===== config.mk =====
export PLATFORM = sky130hd
export DESIGN_NAME = uart_rx_flat
export DESIGN_NICKNAME = d
export VERILOG_FILES = /design/src/rtl/uart_rx_if.sv /design/src/rtl/uart_rx.sv /design/src/flat_wrapper.sv
export SDC_FILE = /design/constraint.sdc
export NUM_CORES = 1
export LEC_CHECK = 0
export BUFFER_PORTS_ARGS = -buffer_cell sky130_fd_sc_hd__buf_4
export CORE_ASPECT_RATIO = 1.1
export CORE_MARGIN = 2
export CORE_UTILIZATION = 35
export CTS_BUF_LIST = sky130_fd_sc_hd__clkbuf_4
export CTS_CLUSTER_SIZE = 8
export DETAILED_ROUTE_END_ITERATION = 10
export SYNTH_ARGS = -nofsm -noshare
export SYNTH_HDL_FRONTEND = slang
export SYNTH_SLANG_ARGS = --single-unit

===== constraint.sdc =====
create_clock -name clk_3125 -period 2.5 [get_ports clk_3125]
set_input_delay 0.125 -clock clk_3125 [delete_from_list [all_inputs] [get_ports clk_3125]]
set_output_delay 0.125 -clock clk_3125 [all_outputs]
set_load 0.05 [all_outputs]

===== src/rtl/uart_rx_if.sv =====
// uart_rx_if: groups the serial receive line, the parity selection and the
// received-frame results of uart_rx.
//   rx            serial line, idle high
//   parity_type   0 = even, 1 = odd
//   rx_msg        last received byte
//   rx_parity     last received parity bit
//   rx_complete   one-cycle frame completion strobe
//   parity_error  received parity differs from expected
//   frame_error   stop bit sampled low
// The slave modport is the receiver. The master modport is the side that
// drives the line and consumes the results.
interface uart_rx_if;
  logic       rx;
  logic       parity_type;
  logic [7:0] rx_msg;
  logic       rx_parity;
  logic       rx_complete;
  logic       parity_error;
  logic       frame_error;

  modport master (
    output rx, parity_type,
    input  rx_msg, rx_parity, rx_complete, parity_error, frame_error
  );

  modport slave (
    input  rx, parity_type,
    output rx_msg, rx_parity, rx_complete, parity_error, frame_error
  );
endinterface


===== src/rtl/uart_rx.sv =====
// uart_rx: UART receiver on the clk_3125 domain.
// Frame format: start(0), 8 data bits MSB first, parity, stop(1).
// The line is sampled once per bit, at clk_cnt == SAMPLE_POINT.
//   clk_3125  system clock
//   rst       asynchronous active-high reset
//   bus       uart_rx_if.slave: rx, parity_type in; rx_msg, rx_parity,
//             rx_complete, parity_error, frame_error out
module uart_rx #(
  parameter int unsigned CLKS_PER_BIT = 27,
  parameter int unsigned SAMPLE_POINT = 13
) (
  input  logic     clk_3125,
  input  logic     rst,
  uart_rx_if.slave bus
);

  localparam logic [4:0] CntLast   = 5'(CLKS_PER_BIT - 1);
  localparam logic [4:0] CntSample = 5'(SAMPLE_POINT);

  typedef enum logic [2:0] {
    IDLE,
    START,
    DATA,
    PARITY,
    STOP
  } state_t;

  state_t     state_q;
  logic [1:0] sync_q;
  logic [4:0] clk_cnt_q;
  logic [2:0] bit_cnt_q;
  logic [7:0] shift_q;
  logic       par_rx_q;
  logic [7:0] rx_msg_q;
  logic       rx_parity_q;
  logic       rx_complete_q;
  logic       parity_error_q;
  logic       frame_error_q;

  logic rx_s;
  logic at_sample;
  logic at_wrap;
  logic par_exp;

  assign rx_s      = sync_q[1];
  assign at_sample = (clk_cnt_q == CntSample);
  assign at_wrap   = (clk_cnt_q == CntLast);
  assign par_exp   = bus.parity_type ? ~^shift_q : ^shift_q;

  always_ff @(posedge clk_3125 or posedge rst) begin
    if (rst) begin
      state_q        <= IDLE;
      sync_q         <= '1;
      clk_cnt_q      <= '0;
      bit_cnt_q      <= '0;
      shift_q        <= '0;
      par_rx_q       <= 1'b0;
      rx_msg_q       <= '0;
      rx_parity_q    <= 1'b0;
      rx_complete_q  <= 1'b0;
      parity_error_q <= 1'b0;
      frame_error_q  <= 1'b0;
    end else begin
      sync_q        <= {sync_q[0], bus.rx};
      rx_complete_q <= 1'b0;
      clk_cnt_q     <= at_wrap ? '0 : clk_cnt_q + 5'd1;

      case (state_q)
        IDLE: begin
          clk_cnt_q <= '0;
          if (!rx_s) state_q <= START;
        end
        START: begin
          if (at_sample && rx_s) begin
            state_q   <= IDLE;
            clk_cnt_q <= '0;
          end else if (at_wrap) begin
            state_q   <= DATA;
            bit_cnt_q <= '0;
          end
        end
        DATA: begin
          if (at_sample) shift_q <= {shift_q[6:0], rx_s};
          if (at_wrap) begin
            if (bit_cnt_q == 3'd7) begin
              bit_cnt_q <= '0;
              state_q   <= PARITY;
            end else begin
              bit_cnt_q <= bit_cnt_q + 3'd1;
            end
          end
        end
        PARITY: begin
          if (at_sample) par_rx_q <= rx_s;
          if (at_wrap) state_q <= STOP;
        end
        STOP: begin
          // Leaving at mid-stop-bit lets a following start bit arrive after
          // a stop bit shorter than a full bit time.
          if (at_sample) begin
            rx_msg_q       <= shift_q;
            rx_parity_q    <= par_rx_q;
            parity_error_q <= (par_rx_q != par_exp);
            frame_error_q  <= ~rx_s;
            rx_complete_q  <= 1'b1;
            state_q        <= IDLE;
            clk_cnt_q      <= '0;
          end
        end
        default: state_q <= IDLE;
      endcase
    end
  end

  assign bus.rx_msg       = rx_msg_q;
  assign bus.rx_parity    = rx_parity_q;
  assign bus.rx_complete  = rx_complete_q;
  assign bus.parity_error = parity_error_q;
  assign bus.frame_error  = frame_error_q;

endmodule


===== src/flat_wrapper.sv =====
// flat-port wrapper written by rule: the top's interface ports become plain ports
module uart_rx_flat 
#(
  parameter int unsigned CLKS_PER_BIT = 27,
  parameter int unsigned SAMPLE_POINT = 13
)
  (clk_3125, rst, bus_rx, bus_parity_type, bus_rx_msg, bus_rx_parity, bus_rx_complete, bus_parity_error, bus_frame_error);
  uart_rx_if bus_i ();
  input  logic clk_3125;
  input  logic rst;
  input wire logic [$bits(bus_i.rx)-1:0] bus_rx;
  input wire logic [$bits(bus_i.parity_type)-1:0] bus_parity_type;
  output wire logic [$bits(bus_i.rx_msg)-1:0] bus_rx_msg;
  output wire logic [$bits(bus_i.rx_parity)-1:0] bus_rx_parity;
  output wire logic [$bits(bus_i.rx_complete)-1:0] bus_rx_complete;
  output wire logic [$bits(bus_i.parity_error)-1:0] bus_parity_error;
  output wire logic [$bits(bus_i.frame_error)-1:0] bus_frame_error;
  assign bus_i.rx = bus_rx;
  assign bus_i.parity_type = bus_parity_type;
  assign bus_rx_msg = bus_i.rx_msg;
  assign bus_rx_parity = bus_i.rx_parity;
  assign bus_rx_complete = bus_i.rx_complete;
  assign bus_parity_error = bus_i.parity_error;
  assign bus_frame_error = bus_i.frame_error;
  uart_rx #(.CLKS_PER_BIT(CLKS_PER_BIT), .SAMPLE_POINT(SAMPLE_POINT)) u_core (.clk_3125(clk_3125), .rst(rst), .bus(bus_i));
endmodule

; ---- Word level (Yosys, flattened, before mapping)
; Cells that the tools add are included.
[word_totals]
regBits = 34
in_bits = 4
wordCells = 60
output_inout_bits = 12
[classes]
n_bitwise = 1
eq_ne = 16
add_sub_neg = 2
muxes = 20
n_reduce_logical = 10
[ops]
columns = cell, count
row1 = $mux W3, 11
row2 = $mux W5, 3
row3 = $pmux W3 S5, 1
row4 = $pmux W5 S3, 1
row5 = $ne A2 B1 Y1 const B, 5
row6 = $reduce_xnor A8 Y1, 1
row7 = $reduce_xor A8 Y1, 1
row8 = $eq A3 B2 Y1 const B, 2
row9 = $eq A3 B3 Y1 const B, 2
row10 = $pmux W3 S2, 1
row11 = $reduce_and A2 Y1, 3
row12 = $reduce_and A6 Y1, 1
row13 = $add A5 B1 Y5 const B, 1
row14 = $eq A5 B4 Y1 const B, 1
row15 = $eq A5 B5 Y1 const B, 1
row16 = $ne A2 B2 Y1 const B, 2
row17 = $reduce_and A4 Y1, 1
row18 = $add A3 B1 Y3 const B, 1
row19 = $eq A3 B1 Y1 const B, 1
row20 = $logic_not A3 Y1, 1
row21 = $mux W1, 3
row22 = $ne A3 B1 Y1 const B, 1
row23 = $reduce_bool A2 Y1, 1
row24 = $logic_and A1 B1 Y1, 1
row25 = 2 further kinds, 2

; ---- Depth between registers and ports, before layout
[logic_depth]
ltp_word = 4
ltp_mapped = 7
ltp_nobuf = 6

; ---- Worst setup path before layout
; No wires, ideal clock.
[synth_timing]
path_type = flip-flop to flip-flop
start = register u_core.clk_cnt_q[1]
end = register u_core.rx_msg_q[0], in the netlist u_core.bus.rx_msg[0]
setup_ps = 125
path_slack_ps = 840
arrival_ps = 1535
period_less_slack_ps = 1660
stages_incl_launch_ff = 7
path_buffers = 1
path_cell_list = dfrtp_1 -> inv_1 -> ha_1 -> nand4b_4 -> nor3_4 -> buf_12 -> mux2_4
[synth_via]
elab_chain_len = 2
[synth_lines]
columns = item, line_no
row1 = "start, declared", uart_rx.sv:30  ; logic [4:0] clk_cnt_q;
row2 = "start signal, assigned", uart_rx.sv:66  ; clk_cnt_q <= at_wrap ? '0 : clk_cnt_q + 5'd1;
row3 = $eq A5 B4 Y1, uart_rx.sv:46  ; assign at_sample = (clk_cnt_q == CntSample);
row4 = $reduce_and A2 Y1 (no source line), --
row5 = "end signal, assigned", uart_rx.sv:101  ; rx_msg_q <= shift_q;
row6 = "end, declared", uart_rx.sv:34  ; logic [7:0] rx_msg_q;
; Every way passes these cells.
; A chain may end at the register's enable or synchronous reset.

; ---- Worst setup path in the final report
[layout_timing]
start = register u_core.clk_cnt_q[1]
end = register u_core.rx_msg_q[1], in the netlist u_core.bus.rx_msg[1]
; Same word-level chain as after synthesis.

==> flow_metrics.tcl <==
set metrics [dict create \
    hp-start "u_core.sync_q[0]$_DFF_PP1_" \
    worstMarginPinSlew_ps 679.3 \
    rrSetupSlack_ps 540 \
    final_common_cell "dfrtp_1" \
    place_congestion 0.7285 \
    seq_power_share_pct 51.2 \
    setup_violations 0 \
    grt_max_degree 19 \
    cts_hold_buf 2 \
    io-pin-count 16 \
    worst_slack_ps 538.8 \
    portBuffers 15 \
    grt_pass1_wl_um 4478 \
    cts_buffer_depth 2 \
    layout-drive-gt1-share_pct 35.46 \
    pwr-share-clk_pct 28.2 \
    switching_power_mw 0.4304 \
    syn_nets 126 \
    path_cells "inv_1, ha_1, nand4b_4, nor3_4, buf_4, mux2_4" \
    max_slew_margin_pct 54.66 \
    cp-end-kind "register" \
    cp_slowest_cell "dfrtp_1" \
    pwr_density_cell_nw_per_um2 749.4 \
    r2r-start "u_core.clk_cnt_q[1]$_DFF_PP0_" \
    wl_per_cell_um 13.55 \
    tritoncts "yes" \
    ant_nets 0 \
    htreeDepth 2 \
    cts_resized 0 \
    outcome "complete, no violations" \
    synth_seq_cells 34 \
    setup_tns_ps 0 \
    cts_num_sinks 34 \
    place_inst 185 \
    max-cap-violations 0 \
    core-area_um2 4348 \
    wl_um 2643 \
    cts_setup_buffers 0 \
    die_height_um 74.87 \
    fin_crit_ps 1961 \
    grt_antenna_before_repair 0 \
    grt_pass1_vias 966 \
    power.total_mw 1.395 \
    die_x_um 68.42 \
    critPathMaxStageDelay_ps 430 \
    critPathLaunch "u_core.clk_cnt_q[1]$_DFF_PP0_" \
    fmax_mhz 509.9 \
    slew_viol_final 0 \
    avgSynthCellArea_um2 13.66 \
    cts_inserted_buffers 5 \
    path_class "reg -> reg" \
    combPwrFrac_pct 20.6 \
    drc_errors 0 \
    diodes 0 \
    critPathLaunchType "register" \
    p_int_mw 0.9649 \
    finalClockSkew_ps 11.08 \
    hold_viol_final 0 \
    dr.pass1.iters 4 \
    grt.total_usage_pct 12.16 \
    seq_area_frac_synth_pct 53.41 \
    grt_setup_unrepaired "false" \
    initialDrtViolationCount 41 \
    dpl_worst_slack_ps 538.4 \
    final_cell_mix "dfrtp_1 (32), buf_4 (17), mux2_2 (12)" \
    path_clk_slew_ps 100 \
    start_util_pct 36.75 \
    cp_max_fo 7 \
    final_nets 149 \
    p_leak_nw 0.9222 \
    clk_latency_ps 330 \
    hold_path.class "reg -> reg" \
    ys_types 33 \
    ir_drop_uv 459.5 \
    row_count 25 \
    arrival_ps 2180 \
    die_area_um2 5122 \
    num_vias 968 \
    syn_area_um2 1598 \
    clockRootBuffer "clkbuf_4" \
    period_share_pct 78.45 \
    final_cells 195 \
    syn_inst 117 \
    yosys_warnings 0 \
    cp.required_ps 2720 \
    syn2layout_area_growth_pct 16.52 \
    vias_per_cell 4.964 \
    worst_hold_slack_ps 362.2 \
    grt_overflow 0 \
    power_switching_share_pct 30.85 \
    dp_hpwl_um 1928 \
]
[registers in the layout, indices dropped and copies added (netlist names)]
| name | cells |
|---|---|
| u_core.par_rx_q | 1 |
| u_core.state_q | 3 |
| u_core.bus.rx_parity | 1 |
| u_core.clk_cnt_q | 5 |
| u_core.bus.rx_msg | 8 |
| u_core.bus.frame_error | 1 |
| u_core.bus.parity_error | 1 |
| u_core.sync_q | 2 |
| u_core.shift_q | 8 |
| u_core.bus.rx_complete | 1 |
| u_core.bit_cnt_q | 3 |
[synthesized netlist by cell type (all sizes together)]
cell type,number,area share [%]
nand3,2,0.63
a21boi,1,0.47
nand3b,1,0.47
and3,1,0.39
nor3,3,2.3
xor2,3,1.6
clkinv,1,0.23
nand2,4,0.94
a211oi,5,2.3
clkbuf,1,0.23
mux2,18,14
nand4b,2,2.0
o21ai,1,0.31
o32ai,1,0.55
nor2,6,1.4
nand2b,3,1.2
xnor3,1,1.4
ha,5,3.9
dfrtp,32,50
a21oi,2,0.63
a31oi,1,0.39
a22o,3,1.6
buf,2,1.6
xnor2,8,4.4
dfstp,2,3.3
o22ai,1,0.39
and4b,2,1.4
mux2i,1,0.63
inv,4,0.94
[metrics by stage]
| stage | util, % | cell area (µm²) |
|---|---|---|
| CTS | 42.82 | 1862 |
| floorplan | - | 1598 |
| global route | 42.82 | 1862 |
| finish | 42.82 | 1862 |
| detailed placement | 40.58 | 1764 |
| global placement | 40.58 | 1764 |
[final cells by class]
type                            count  area, µm²
Clock buffer                        5      37.54
Clock inverter                      3      40.04
Fill cell                         420       2486
Inverter                            5      18.77
Multi-Input combinational cell     75      696.9
Sequential cell                    34      853.3
Tap cell                           54      67.56
Timing Repair Buffer               19      147.6
[critical path, delay by kind of cell, from the launching register on]
| family | cells | cell delay (ps) |
|---|---|---|
| mux | 1 | 300 |
| flops | 1 | 430 |
| buf+inv | 2 | 320 |
| fa+ha+maj | 1 | 200 |
| simple gates | 2 | 600 |
[cells by family after synthesis]
group                      after synthesis  share of synthesized area [%]
muxes                                   19                          14.72
buffers and inverters                    8                          2.975
DFF                                     34                          53.41
and+or+nand+nor                         24                          10.81
adders and majority gates                5                          3.915
AOI/OAI and AO/OA                       15                          6.736
xor gates and xnor gates                12                          7.440
[final timing paths]
path | cells past startpoint | end
worst max-delay path | 6 | u_core.bus.rx_msg[1]$_DFFE_PP0P_
worst min-delay path | 0 | u_core.sync_q[1]$_DFF_PP1_
worst max register to register | 6 | u_core.bus.rx_msg[1]$_DFFE_PP0P_
worst min register to register | 0 | u_core.sync_q[1]$_DFF_PP1_
max in group asynchronous | 4 | u_core.bus.rx_msg[7]$_DFFE_PP0P_
min in group asynchronous | 3 | u_core.shift_q[4]$_DFFE_PP0P_
[metal layers]
metal | part of all wire, % | global-route usage (%) | vias to the layer above
met5 | 0 | 0 | -
met4 | 2.2 | 6.000 | 0
met3 | 3.6 | 4.484 | 5
met2 | 49 | 19.55 | 16
met1 | 45 | 14.22 | 485
li1 | - | - | 462
[power groups by stage]
stage                     Sequential (mW)  Clock [mW]  Combinational (mW)
after floorplan                     0.687           0               0.260
after global placement              0.718           0               0.280
after detailed placement            0.724           0               0.287
after CTS                           0.714       0.410               0.292
after global routing                0.730       0.435               0.321
final                               0.715       0.393               0.287
(Power assumes the default switching activity.)
